File: config.mk
export PLATFORM = sky130hd
export DESIGN_NAME = seq_detector_n_flat
export DESIGN_NICKNAME = d
export VERILOG_FILES = /design/src/rtl/seq_det_pkg.sv /design/src/rtl/seq_detector_n_if.sv /design/src/rtl/seq_det_next.sv /design/src/rtl/seq_detector_n.sv /design/src/flat_wrapper.sv
export SDC_FILE = /design/constraint.sdc
export NUM_CORES = 1
export LEC_CHECK = 0
export ABC_AREA = 1
export CORE_AREA = 8 8 50 52
export CTS_CLUSTER_SIZE = 20
export DETAILED_ROUTE_END_ITERATION = 10
export DIE_AREA = 0 0 58 60
export DONT_BUFFER_PORTS = 1
export MAX_ROUTING_LAYER = met4
export PLACE_DENSITY = 0.77
export SYNTH_ARGS = -nofsm -noshare
export SYNTH_HDL_FRONTEND = slang
export SYNTH_SLANG_ARGS = --single-unit
File: constraint.sdc
create_clock -name clk -period 3.6 [get_ports clk]
set_clock_uncertainty 0.2 [all_clocks]
set_input_delay 1.08 -clock clk [delete_from_list [all_inputs] [get_ports clk]]
set_output_delay 1.08 -clock clk [all_outputs]
set_load 0.1 [all_outputs]
File: src/rtl/seq_det_pkg.sv
// Shared helpers for seq_detector_n: width math, KMP failure table, parameter checks.
// Everything here is evaluated at elaboration time only.
package seq_det_pkg;

    localparam int MAX_W     = 4;
    localparam int MAX_DEPTH = 8;
    localparam int MAX_PBITS = MAX_W * MAX_DEPTH;
    localparam int FAIL_W    = 4;

    typedef logic [MAX_PBITS-1:0]              pat_vec_t;
    typedef logic [(MAX_DEPTH+1)*FAIL_W-1:0]   fail_vec_t;

    function automatic int clog2(input int v);
        int r;
        r = 0;
        for (int i = 0; i < 31; i++) begin
            if ((1 << i) < v) r = i + 1;
        end
        return r;
    endfunction

    function automatic logic [MAX_W-1:0] sym_at(input pat_vec_t p, input int w, input int k);
        pat_vec_t mask;
        mask = (pat_vec_t'(1) << w) - pat_vec_t'(1);
        return MAX_W'((p >> (k * w)) & mask);
    endfunction

    // FAIL[k] = longest proper prefix of P[0..k-1] that is also its suffix; entry k at k*FAIL_W.
    function automatic fail_vec_t prefix_fail(input pat_vec_t p, input int w, input int depth);
        fail_vec_t f;
        logic      ok;
        f = '0;
        for (int k = 2; k <= MAX_DEPTH; k++) begin
            if (k <= depth) begin
                for (int len = 1; len < k; len++) begin
                    ok = 1'b1;
                    for (int j = 0; j < len; j++) begin
                        if (sym_at(p, w, j) != sym_at(p, w, k - len + j)) ok = 1'b0;
                    end
                    if (ok) f[k*FAIL_W +: FAIL_W] = FAIL_W'(len);
                end
            end
        end
        return f;
    endfunction

    function automatic logic check_params(input int w, input int depth, input int count_w,
                                          input int pbits);
        return (w >= 1) && (w <= MAX_W) && (depth >= 2) && (depth <= MAX_DEPTH) &&
               (count_w >= 1) && (count_w <= 32) && (pbits == w * depth);
    endfunction

endpackage

File: src/rtl/seq_detector_n_if.sv
// Symbol stream in, match state/hit/count out; master drives symbols, slave is the detector.
// No backpressure: every qualified symbol is consumed on the edge it is presented.
interface seq_detector_n_if #(
    parameter int W       = 2,
    parameter int SW      = 2,
    parameter int COUNT_W = 8
);
    logic [W-1:0]       sym;
    logic               sym_valid;
    logic               overlap;
    logic               clr;
    logic [SW-1:0]      state;
    logic               hit;
    logic               hit_pulse;
    logic [COUNT_W-1:0] match_cnt;

    modport master (
        output sym, sym_valid, overlap, clr,
        input  state, hit, hit_pulse, match_cnt
    );

    modport slave (
        input  sym, sym_valid, overlap, clr,
        output state, hit, hit_pulse, match_cnt
    );
endinterface

File: src/rtl/seq_det_next.sv
// Combinational KMP next-state: restart from full match, then follow the failure chain.
// Zero latency, no backpressure; the fail chain is unrolled DEPTH+1 times.
module seq_det_next
    import seq_det_pkg::*;
#(
    parameter int W       = 2,
    parameter int DEPTH   = 3,
    parameter     PATTERN = 6'b11_10_00,
    parameter int SW      = 2
) (
    input  logic [SW-1:0] k,
    input  logic [W-1:0]  s,
    input  logic          overlap,
    output logic [SW-1:0] next_k,
    output logic          enter_full
);
    localparam int            NK   = 1 << SW;
    localparam pat_vec_t      PV   = pat_vec_t'(PATTERN);
    localparam fail_vec_t     FAIL = prefix_fail(PV, W, DEPTH);
    localparam logic [SW-1:0] FULL = SW'(DEPTH);

    logic [W-1:0]  pat_sym [NK];
    logic [SW-1:0] fail_k  [NK];
    logic [SW-1:0] kk;
    logic          done;

    // Tables padded to 2**SW entries so every state encoding indexes in range.
    for (genvar i = 0; i < NK; i++) begin : g_tab
        if (i < DEPTH) begin : g_sym
            assign pat_sym[i] = W'(sym_at(PV, W, i));
        end else begin : g_sym_pad
            assign pat_sym[i] = '0;
        end
        if (i <= DEPTH) begin : g_fail
            assign fail_k[i] = SW'(FAIL[i*FAIL_W +: FAIL_W]);
        end else begin : g_fail_pad
            assign fail_k[i] = '0;
        end
    end

    always_comb begin
        kk     = (k == FULL) ? (overlap ? fail_k[FULL] : '0) : k;
        next_k = '0;
        done   = 1'b0;
        for (int i = 0; i <= DEPTH; i++) begin
            if (!done) begin
                if (kk != FULL && s == pat_sym[kk]) begin
                    next_k = kk + 1'b1;
                    done   = 1'b1;
                end else if (kk == '0) begin
                    done = 1'b1;
                end else begin
                    kk = fail_k[kk];
                end
            end
        end
        enter_full = (next_k == FULL);
    end

endmodule

File: src/rtl/seq_detector_n.sv
// Parametrised pattern detector: registered prefix state, hit/hit_pulse flags, saturating match count.
// One-cycle latency from the completing symbol to hit; accepts a symbol every cycle, never stalls.
module seq_detector_n
    import seq_det_pkg::*;
#(
    parameter int W       = 2,
    parameter int DEPTH   = 3,
    parameter     PATTERN = 6'b11_10_00,
    parameter int COUNT_W = 8
) (
    input logic              clk,
    input logic              rst,
    seq_detector_n_if.slave  bus
);
    localparam int SW = clog2(DEPTH + 1);

    if (!check_params(W, DEPTH, COUNT_W, $bits(PATTERN))) begin : g_bad_params
        $error("seq_detector_n: W, DEPTH, COUNT_W or PATTERN width out of range");
    end

    logic [SW-1:0]      state_q;
    logic [SW-1:0]      next_k;
    logic               enter_full;
    logic               hit_q;
    logic               pulse_q;
    logic [COUNT_W-1:0] cnt_q;

    seq_det_next #(
        .W       (W),
        .DEPTH   (DEPTH),
        .PATTERN (PATTERN),
        .SW      (SW)
    ) u_next (
        .k          (state_q),
        .s          (bus.sym),
        .overlap    (bus.overlap),
        .next_k     (next_k),
        .enter_full (enter_full)
    );

    always_ff @(posedge clk) begin
        if (rst || bus.clr) begin
            state_q <= '0;
            hit_q   <= 1'b0;
            pulse_q <= 1'b0;
            cnt_q   <= '0;
        end else if (bus.sym_valid) begin
            state_q <= next_k;
            hit_q   <= enter_full;
            pulse_q <= enter_full;
            if (enter_full && cnt_q != '1) cnt_q <= cnt_q + 1'b1;
        end else begin
            pulse_q <= 1'b0;
        end
    end

    assign bus.state     = state_q;
    assign bus.hit       = hit_q;
    assign bus.hit_pulse = pulse_q;
    assign bus.match_cnt = cnt_q;

endmodule

File: src/flat_wrapper.sv
// flat-port wrapper written by rule: the top's interface ports become plain ports
module seq_detector_n_flat import seq_det_pkg::*;
#(
    parameter int W       = 2,
    parameter int DEPTH   = 3,
    parameter     PATTERN = 6'b11_10_00,
    parameter int COUNT_W = 8
)
  (clk, rst, bus_sym, bus_sym_valid, bus_overlap, bus_clr, bus_state, bus_hit, bus_hit_pulse, bus_match_cnt);
  seq_detector_n_if #(.W(W), .SW(2), .COUNT_W(COUNT_W)) bus_i ();
  input logic clk;
  input logic rst;
  input wire logic [$bits(bus_i.sym)-1:0] bus_sym;
  input wire logic [$bits(bus_i.sym_valid)-1:0] bus_sym_valid;
  input wire logic [$bits(bus_i.overlap)-1:0] bus_overlap;
  input wire logic [$bits(bus_i.clr)-1:0] bus_clr;
  output wire logic [$bits(bus_i.state)-1:0] bus_state;
  output wire logic [$bits(bus_i.hit)-1:0] bus_hit;
  output wire logic [$bits(bus_i.hit_pulse)-1:0] bus_hit_pulse;
  output wire logic [$bits(bus_i.match_cnt)-1:0] bus_match_cnt;
  assign bus_i.sym = bus_sym;
  assign bus_i.sym_valid = bus_sym_valid;
  assign bus_i.overlap = bus_overlap;
  assign bus_i.clr = bus_clr;
  assign bus_state = bus_i.state;
  assign bus_hit = bus_i.hit;
  assign bus_hit_pulse = bus_i.hit_pulse;
  assign bus_match_cnt = bus_i.match_cnt;
  seq_detector_n #(.W(W), .DEPTH(DEPTH), .PATTERN(PATTERN), .COUNT_W(COUNT_W)) u_core (.clk(clk), .rst(rst), .bus(bus_i));
endmodule
==> run_results.csv <==
group,metric,value,unit
yosys,avgSynthCellArea,6.62,µm²
global_route,overflow,0,
global_route,grt_pass1_wl,3630,µm
floorplan,die_w,58,µm
global_route,antenna_found_initial,0,
detailed_routing,wirelength,2130,µm
setup_path,slowest_stage,"or2_2",
detailed_routing,wl_per_cell,11.5,µm
yosys,syn_nets,170,
timing,tightest_slew,0.975,ns
detailed_routing,avgViaCountPerCell,5.11,
timing,min_period_over_period,92.5,%
power_and_ir_drop,intPower,0.187,mW
layout,num_antenna_cells,0,
cts,clock_latency,0.27,ns
yosys,synthCells,151,
worst_hold_path,holdCritPathClass,"register to register",
detailed_routing,first_iter_violations,20,
detailed_routing,first_pass_iters,4,
global_route,grt_max_degree,10,
placement,port_buffers,0,
setup_path,cp_slowest_stage_delay,0.28,ns
yosys,synth_flop_cell,"dfxtp_1",
timing,hold_ws,0.283,ns
yosys,yosysWarningCount,0,
power_and_ir_drop,pwr-share-clk,31.1,%
yosys,yosysUniqueCellTypes,23,
global_route,grt_pass1_vias,915,
placement,placed_cell_area,0.00111,mm²
timing,tns,0,ns
setup_path,worstPathRequired,3.57,ns
floorplan,row_count,16,
cts,path_clk_slew,0.06,ns
power_and_ir_drop,irDropWorstVdd,0.185,mV
placement,gp_congestion,0.842,
detailed_routing,vias,940,
yosys,synth_edf_count,0,
power_and_ir_drop,p_comb_share,17.2,%
setup_path,critPathKind,"input pin to register",
timing,setup_viol,0,
timing,relSlewSlack,34.9,%
timing,slew_viol_final,0,
layout,syn_to_final_growth,13.6,%
cts,clock-sinks,12,
yosys,yosysMostFrequentCell,"nand2_1",
yosys,netlist_area,1000,µm²
detailed_routing,antenna_left,0,
cts,root_buffer,"clkbuf_4",
yosys,yosysTopAreaCell,"dfxtp_1",
yosys,ys_seq_elements,12,
floorplan,die_area,0.00348,mm²
layout,postLayoutCellArea,0.00114,mm²
power_and_ir_drop,p_seq_share,51.7,%
setup_path,cp_common_cell,"nor2_1",
detailed_routing,drc,0,
power_and_ir_drop,powerDensity,229,mW/mm²
timing,max_freq,300,MHz
floorplan,start_util,55.5,%
yosys,netlist.area_leader.share,24.0,%
cts,htreeDepth,1,
outcome,status,"finished clean",
timing,hold_viol,0,
power_and_ir_drop,p_sw_share,28.2,%
floorplan,ios,19,
timing,period_needed,3.33,ns
run,maxCapViolations,0,
setup_path,cp.arrival,3.29,ns
power_and_ir_drop,p_leak,0.564,nW
setup_path,critPathMaxFanout,5,
timing,grt_setup_unrepaired,"false",
cts,cts_buffers,3,
cts,clk_path_buf_depth,2,
floorplan,core-area,0.00180,mm²
global_route,track_usage,13.2,%
setup_path,cp-start-kind,"input pin",
layout,nets,187,
yosys,async_flop_share,0,%
layout,layout-drive-gt1-share,18.1,%
cts,cts_tree,"yes",
placement,dpl.hpwl,1730,µm
floorplan,die_h,60,µm
setup_path,crit_chain,"inv_2, nor2_1, nor2_1, nand2_1, nand2_4, nand2_1, inv_1, ha_1, or2_2, nor2_1, nand3_1, nor2_1, nand2_2, or2_0, nand2_1, nor2_2, buf_4, a21oi_1, nor2_1",
yosys,synthTopCellsByCount,"34 x nand2_1, 19 x inv_1, 18 x nor2_1, 17 x nand3_1, 13 x a21oi_1",
yosys,yosysSeqAreaShare,24.0,%
yosys,ys_top_cells_by_area,"dfxtp_1 24%, ha_1 15%, nand2_1 13%",
power_and_ir_drop,p_switching,0.0733,mW
setup_path,worstSetupEndpointType,"register",
## power by group through the flow
stage                     logic (mW)  registers [mW]  clock network, mW
after floorplan               0.0312           0.143                  0
after global placement        0.0427           0.138                  0
after detailed placement      0.0443           0.138                  0
after CTS                     0.0445           0.135             0.0800
after global routing          0.0507           0.135             0.0846
final                         0.0448           0.135             0.0810
## metal layers
metal	wire, µm	track usage (%)
met1	900	12.9
met3	90	2.37
met4	43	7.34
met2	1090	24.4
met5	0	-
## cells by family (layout without fill, tap and decap cells)
group | count (synthesis) | in the layout | synth area share (%)
compound gates | 16 | 16 | 8.01
buf+inv | 22 | 37 | 9.01
simple gates | 83 | 83 | 38.7
fa+ha+maj | 12 | 12 | 15.0
flops | 12 | 12 | 24.0
xor+xnor | 6 | 6 | 5.26
## worst max-delay path: cells and delay by family
family / cells / cell delay [ns]
compound gates: 1 / 0.12
buf+inv: 3 / 0.26
fa+ha+maj: 1 / 0.19
simple gates: 14 / 1.65
## final timing paths
kind                        from                 endpoint  depth (start not counted)  slack [ns]
min reg2reg  u_core.bus.state[0]      u_core.bus.state[0]                          2        0.28
max reg2reg  u_core.bus.state[0]  u_core.bus.match_cnt[6]                         20        0.36
max                   bus_sym[0]  u_core.bus.match_cnt[6]                         19        0.27
min          u_core.bus.state[0]      u_core.bus.state[0]                          2        0.28
## registers in the layout, indices dropped and copies added, names as in the netlist
name,count
u_core.bus.hit,1
u_core.bus.hit_pulse,1
u_core.bus.match_cnt,8
u_core.bus.state,2
## layout make-up
cell class	instances	area, µm²
tap	18	22.5
timing repair buffer	13	97.6
inverter	21	78.8
fill	160	666
multi-input combinational	117	672
sequential	12	243
clock buffer	3	22.5
## stage by stage
stage	power (mW)	setup slack [ns]	std cells	util [%]
after floorplan	0.174	0.177	151	-
after global placement	0.180	0.0678	181	61.7
after detailed placement	0.182	-0.0391	181	61.7
after CTS	0.259	0.240	184	62.9
after global routing	0.270	0.0201	184	63.1
final	0.260	0.270	184	63.1
## cells in the final DEF, fill, tap and decap left out
cell type,synthesis,layout
or2_0,1,1
or2_1,1,1
nor2_1,18,17
inv_1,19,19
nor2_2,1,2
nand2_1,34,34
clkinv_1,1,1
nand2_4,1,1
nand3_1,17,17
or2_2,1,1
dfxtp_1,12,10
xor2_1,5,5
nand2_2,4,4
and2_1,1,1
o21ai_0,3,3
inv_2,1,1
nor2_4,1,1
nand3_2,2,2
a21oi_1,13,13
dfxtp_2,0,2
nor3b_1,1,1
xnor2_1,1,1
clkbuf_4,0,3
ha_1,12,12
buf_4,0,13
## what timing repair did
action / CTS / global route
gates resized for setup: 0 / 1
setup buffers: 0 / 0
setup endpoints to repair: 0 / 7
hold buffers: 0 / 0
(Power assumes the default switching activity.)
